`src/rtl/status_unit_pkg.sv`:
```
// -----------------------------------------------------------------------------
// status_unit_pkg
//   Shared constants for the MC6502 processor status register (P):
//   flag bit positions, P-register op encodings and reset/format constants.
//
//   Configuration macro: STATUS_DECIMAL_EN
//     defined   : D flag is stored and writable.
//     undefined : D flag is hardwired to 0 (2A03 variant).
// -----------------------------------------------------------------------------
package status_unit_pkg;

    // Bit positions inside P, layout {N,V,_,B,D,I,Z,C}
    localparam int C_FLAG_SHFT_C = 0;
    localparam int C_FLAG_SHFT_Z = 1;
    localparam int C_FLAG_SHFT_I = 2;
    localparam int C_FLAG_SHFT_D = 3;
    localparam int C_FLAG_SHFT_B = 4;
    localparam int C_FLAG_SHFT_U = 5;
    localparam int C_FLAG_SHFT_V = 6;
    localparam int C_FLAG_SHFT_N = 7;

    // P-register operations driven by the control sequencer
    localparam logic [2:0] C_P_OP_NOP      = 3'd0;
    localparam logic [2:0] C_P_OP_ALU      = 3'd1;
    localparam logic [2:0] C_P_OP_SET      = 3'd2;
    localparam logic [2:0] C_P_OP_CLR      = 3'd3;
    localparam logic [2:0] C_P_OP_PULL     = 3'd4;
    localparam logic [2:0] C_P_OP_INTENTER = 3'd5;

    // Reset value of P: I set, unused bit 5 reads as 1
    localparam logic [7:0] C_P_RESET = 8'h24;

    // Bits that always read as 1 regardless of the stored state
    localparam logic [7:0] C_P_FIXED = 8'h20;

    // Bits that are actually held in the register; everything else is forced
`ifdef STATUS_DECIMAL_EN
    localparam logic [7:0] C_P_STORED = 8'hCF;
`else
    localparam logic [7:0] C_P_STORED = 8'hC7;
`endif

    // Canonical form of a P value: drop non-stored bits, force bit 5 high
    function automatic logic [7:0] p_format(input logic [7:0] raw);
        return (raw & C_P_STORED) | C_P_FIXED;
    endfunction

endpackage

```
`src/rtl/status_unit_edge_detect.sv`:
```
// -----------------------------------------------------------------------------
// edge_detect
//   Single-bit rising-edge detector with registered output.
//   rise is high for one cycle, the cycle after the edge clock where
//   din = 1 was sampled while the previous sample was 0.
//
//   Ports:
//     clk  in  : clock
//     srst in  : synchronous active-high reset
//     din  in  : input level
//     rise out : registered one-cycle rising-edge pulse
// -----------------------------------------------------------------------------
module edge_detect (
    input  logic clk,
    input  logic srst,
    input  logic din,
    output logic rise
);

    logic din_q_reg;
    logic rise_reg;

    always_ff @(posedge clk) begin
        if (srst) begin
            din_q_reg <= 1'b0;
            rise_reg  <= 1'b0;
        end else begin
            din_q_reg <= din;
            rise_reg  <= din & ~din_q_reg;
        end
    end

    assign rise = rise_reg;

endmodule

```
`src/rtl/status_unit.sv`:
```
// -----------------------------------------------------------------------------
// status_unit
//   MC6502 processor status register (P) plus NMI/IRQ pending logic.
//
//   Ports:
//     CLK       in  1 : core clock
//     RST       in  1 : synchronous active-high reset
//     OP        in  3 : P operation (C_P_OP_*)
//     ALU_FLAG  in  8 : ALU flag result {N,V,_,B,D,I,Z,C}
//     ALU_WE    in  8 : per-bit write mask for the ALU op
//     BIT_SEL   in  3 : flag index for SET/CLR
//     DIN       in  8 : byte pulled from stack (PULL)
//     PUSH_B    in  1 : B bit value inserted into PUSH_DATA
//     SYNC      in  1 : instruction boundary strobe
//     IRQ       in  1 : level interrupt request
//     NMI       in  1 : edge interrupt request (rising edge)
//     NMI_ACK   in  1 : sequencer has taken the NMI vector
//     FLAG      out 8 : current P
//     PUSH_DATA out 8 : P formatted for stack push
//     INT_PEND  out 1 : interrupt to be taken at the next SYNC
//     NMI_PEND  out 1 : pending interrupt is an NMI
//
//   Configuration macro: STATUS_DECIMAL_EN (see status_unit_pkg).
// -----------------------------------------------------------------------------
module status_unit
    import status_unit_pkg::*;
(
    input  logic       CLK,
    input  logic       RST,
    input  logic [2:0] OP,
    input  logic [7:0] ALU_FLAG,
    input  logic [7:0] ALU_WE,
    input  logic [2:0] BIT_SEL,
    input  logic [7:0] DIN,
    input  logic       PUSH_B,
    input  logic       SYNC,
    input  logic       IRQ,
    input  logic       NMI,
    input  logic       NMI_ACK,
    output logic [7:0] FLAG,
    output logic [7:0] PUSH_DATA,
    output logic       INT_PEND,
    output logic       NMI_PEND
);

    logic [7:0] p_reg;
    logic [7:0] p_next;
    logic [7:0] alu_merge;
    logic [7:0] op_result;
    logic       irq_mask_reg;
    logic       nmi_pend_reg;
    logic       nmi_rise;

    // Per-bit merge of the ALU result under its write mask. Non-stored bits
    // (B, bit 5, and D when decimal is disabled) are normalised afterwards.
    genvar gi;
    generate
        for (gi = 0; gi < 8; gi++) begin : g_alu_merge
            assign alu_merge[gi] = ALU_WE[gi] ? ALU_FLAG[gi] : p_reg[gi];
        end
    endgenerate

    always_comb begin
        op_result = p_reg;
        unique case (OP)
            C_P_OP_ALU:      op_result = alu_merge;
            C_P_OP_SET:      op_result[BIT_SEL] = 1'b1;
            C_P_OP_CLR:      op_result[BIT_SEL] = 1'b0;
            C_P_OP_PULL:     op_result = DIN;
            C_P_OP_INTENTER: op_result[C_FLAG_SHFT_I] = 1'b1;
            default:         op_result = p_reg;
        endcase
        // SET/CLR on bits 4/5 and any write to a non-stored D vanish here
        p_next = p_format(op_result);
    end

    // Registered NMI edge; pending register adds the second cycle of latency
    edge_detect u_nmi_edge (
        .clk  (CLK),
        .srst (RST),
        .din  (NMI),
        .rise (nmi_rise)
    );

    always_ff @(posedge CLK) begin
        if (RST) begin
            p_reg        <= C_P_RESET;
            irq_mask_reg <= 1'b1;
            nmi_pend_reg <= 1'b0;
        end else begin
            p_reg <= p_next;
            // Mask only follows I at instruction boundaries, which gives
            // CLI/SEI/PLP their one-instruction-delayed effect on IRQ.
            if (SYNC) begin
                irq_mask_reg <= p_next[C_FLAG_SHFT_I];
            end
            // A new edge beats a simultaneous ack so it is not lost
            nmi_pend_reg <= nmi_rise | (nmi_pend_reg & ~NMI_ACK);
        end
    end

    assign FLAG      = p_reg;
    assign PUSH_DATA = {p_reg[7:5], PUSH_B, p_reg[3:0]};
    assign INT_PEND  = nmi_pend_reg | (IRQ & ~irq_mask_reg);
    assign NMI_PEND  = nmi_pend_reg;

endmodule

```
`config.mk`:
```
export PLATFORM = sky130hd
export DESIGN_NAME = status_unit
export DESIGN_NICKNAME = d
export VERILOG_FILES = /design/src/rtl/status_unit_pkg.sv /design/src/rtl/status_unit_edge_detect.sv /design/src/rtl/status_unit.sv
export SDC_FILE = /design/constraint.sdc
export NUM_CORES = 1
export LEC_CHECK = 0
export ABC_AREA = 1
export BUFFER_PORTS_ARGS = -buffer_cell sky130_fd_sc_hd__buf_2
export CAP_MARGIN = 30
export CORE_UTILIZATION = 44
export CTS_CLUSTER_SIZE = 8
export DETAILED_ROUTE_END_ITERATION = 16
export PLACE_DENSITY_LB_ADDON = 0.12
export SYNTH_ARGS = -nofsm -noshare
export SYNTH_HDL_FRONTEND = slang
export SYNTH_HIERARCHICAL = 1
export SYNTH_SLANG_ARGS = --single-unit
```
`constraint.sdc`:
```
create_clock -name CLK -period 1.9 [get_ports CLK]
set_clock_uncertainty 0.1 [all_clocks]
set_input_delay 0.19 -clock CLK [delete_from_list [all_inputs] [get_ports CLK]]
set_output_delay 0.19 -clock CLK [all_outputs]
set_load 0.03 [all_outputs]
```
==> run summary <==
status = completed
Setup CP Type = reg -> out
area of the core = 0.00173 mm2
FP Rows = 15
starting density of the core = 0.473
syn_area_per_cell = 5.79 um2
IO Count = 55
Buffers on Ports = 38
number of global-route vias before repair = 709
EDFF count, synth = 0
GRT overflow = 0
post-synthesis sequential area ratio = 0.221
routed vias = 857
Gate Count Post-Synth = 141
fraction of layout cells with a size suffix above 1 = 0.333
CP max FO = 3
count of cell types in the netlist = 17
worst hold-check slack = 0.0257 ns
root buffer cell = clkbuf_4
Area growth syn-to-layout = 20.2%
drt initial violations = 22
WL met2 = 770 um
LEAKAGE = 0.605 nW
clock sink total = 9
synthesis warning total = 6
top post-synthesis cells by area = dfxtp_1 22%, nand2_1 18%, buf_4 10%
largest area contributor in the netlist = dfxtp_1
H-tree depth = 1
count leader, synth = nand2_1
Fillers = 201
Placer Congestion = 0.777
metal1 wirelength = 853 um
DP Wirelength = 1400 um
Hold Crit Class = in -> reg
RSZ-0062 raised after global routing = no
WL/cell = 8.76 um
Clock Tree Buf Depth = 2
maxcap violations = 0
first-pass GRT wire length = 2770 um
Final Worst Setup Slack = 0.697 ns
CTS Buf Count = 3
Residual DRC = 0
antenna violations before repair = 0
die area = 0.00203 mm2
Routed Antenna Nets = 0
pre-CTS worst setup slack = 0.640 ns
Finished Core Util = 0.569
minimum clock period = 1.20 ns
via/cell ratio = 4.31
FFs w/ async S/R, synth = 0
Post-synth top cells = 40 x nand2_1, 22 x inv_1, 14 x nor2_1
Detail Route met3 WL = 108 um
post-CTS sizing = 0
final hold violation count = 0
Yosys top cell area share = 0.221
CTS tree = yes
area of the mapped netlist = 817 um2
CTS Hold Bufs = 0
post-CTS setup buffer count = 0
clk slew on worst S/H paths = 0.07 ns
Clock Latency Late Sink = 0.26 ns
Max Clk Rate = 0.831 GHz
Final Cycle Share = 0.633
ys flop type = dfxtp_1
crit path launch type = flip-flop
top sig layer = met4
Synth Register Bits = 9
final WL = 1740 um
final setup vio count = 0
Die W = 45.1 um
Crit. End Element = primary output
setup TNS = 0 ns
Worst EP arrival = 0.91 ns
max reg flops = 5
pwr/cell area = 604 mW/mm2
Pins Over Slew Limit = 0
largest net degree at the start of global routing = 12
Max VDD drop = 0.282 mV
DR pass1 iterations = 4
# nets final = 212
die height = 45.1 um
Total GRT Usage = 0.182
Worst Path Required = 1.61 ns
diodes inserted = 0
[worst paths after layout]
| kind | start | end | slack, ns | depth (start not counted) |
|---|---|---|---|---|
| setup reg to reg | FLAG[2]$_SDFF_PP1_ | irq_mask_reg$_SDFFE_PP1P_ | 0.85 | 6 |
| hold reg to reg | u_nmi_edge/din_q_reg$_SDFF_PP0_ | u_nmi_edge/rise$_SDFF_PP0_ | 0.30 | 1 |
| hold / removal | RST | NMI_PEND$_SDFF_PP0_ | 0.03 | 2 |
| setup / recovery | NMI_PEND$_SDFF_PP0_ | INT_PEND | 0.70 | 2 |
[worst max-delay path, cell delays in order (launching register included)]
cell and delay [ns]:
dfxtp_1 0.34, o21bai_1 0.11, buf_2 0.21
[per-layer routing]
| layer | GRT usage | up-vias |
|---|---|---|
| met4 | 0.0667 | 0 |
| met2 | 0.304 | 25 |
| met3 | 0.0360 | 2 |
| met5 | 0 | - |
| li1 | - | 477 |
| met1 | 0.231 | 353 |
[cell families (layout without fill, tap and decap cells)]
kind of cell / count (synthesis) / count (layout) / synth area share
compound gates: 4 / 4 / 0.0276
other cells: 2 / 5 / 0.00919
flops: 9 / 9 / 0.221
simple gates: 88 / 88 / 0.508
buf+inv: 38 / 68 / 0.234
[through the flow]
step           std cells  instance area (um2)  power (mW)
3_3_place_gp         195                  956       0.440
6_report             199                  982       0.593
4_1_cts              199                  982       0.597
2_1_floorplan        144                  828       0.400
3_5_place_dp         195                  956       0.445
5_1_grt              199                  982       0.630
[area by class of cell]
class | instances | area (um2) | share of cell area
well taps | 25 | 31.3 | 0.0318
clock buffers | 4 | 26.3 | 0.0268
inverters | 26 | 97.6 | 0.0994
multi-input cells | 97 | 457 | 0.465
repair buffers | 38 | 190 | 0.194
flip-flops and latches | 9 | 180 | 0.183
[layout by cell type (no fill, tap or decap), types with 3 or more instances in the layout]
master / n
a21oi_1: 3
buf_2: 38
clkbuf_4: 3
conb_1: 5
dfxtp_1: 9
inv_1: 22
inv_2: 3
nand2_1: 40
nand2_2: 6
nand3_1: 13
nand4_1: 7
nor2_1: 14
nor2_2: 6
[power breakdown]
group | total (mW) | leakage [nW] | switching, mW | internal, mW
Sequential | 0.216 | 0.0746 | 0.0116 | 0.204
Combinational | 0.224 | 0.515 | 0.150 | 0.0742
Clock | 0.153 | 0.0150 | 0.0722 | 0.0809
No activity file was read; power rests on OpenSTA's default activity.
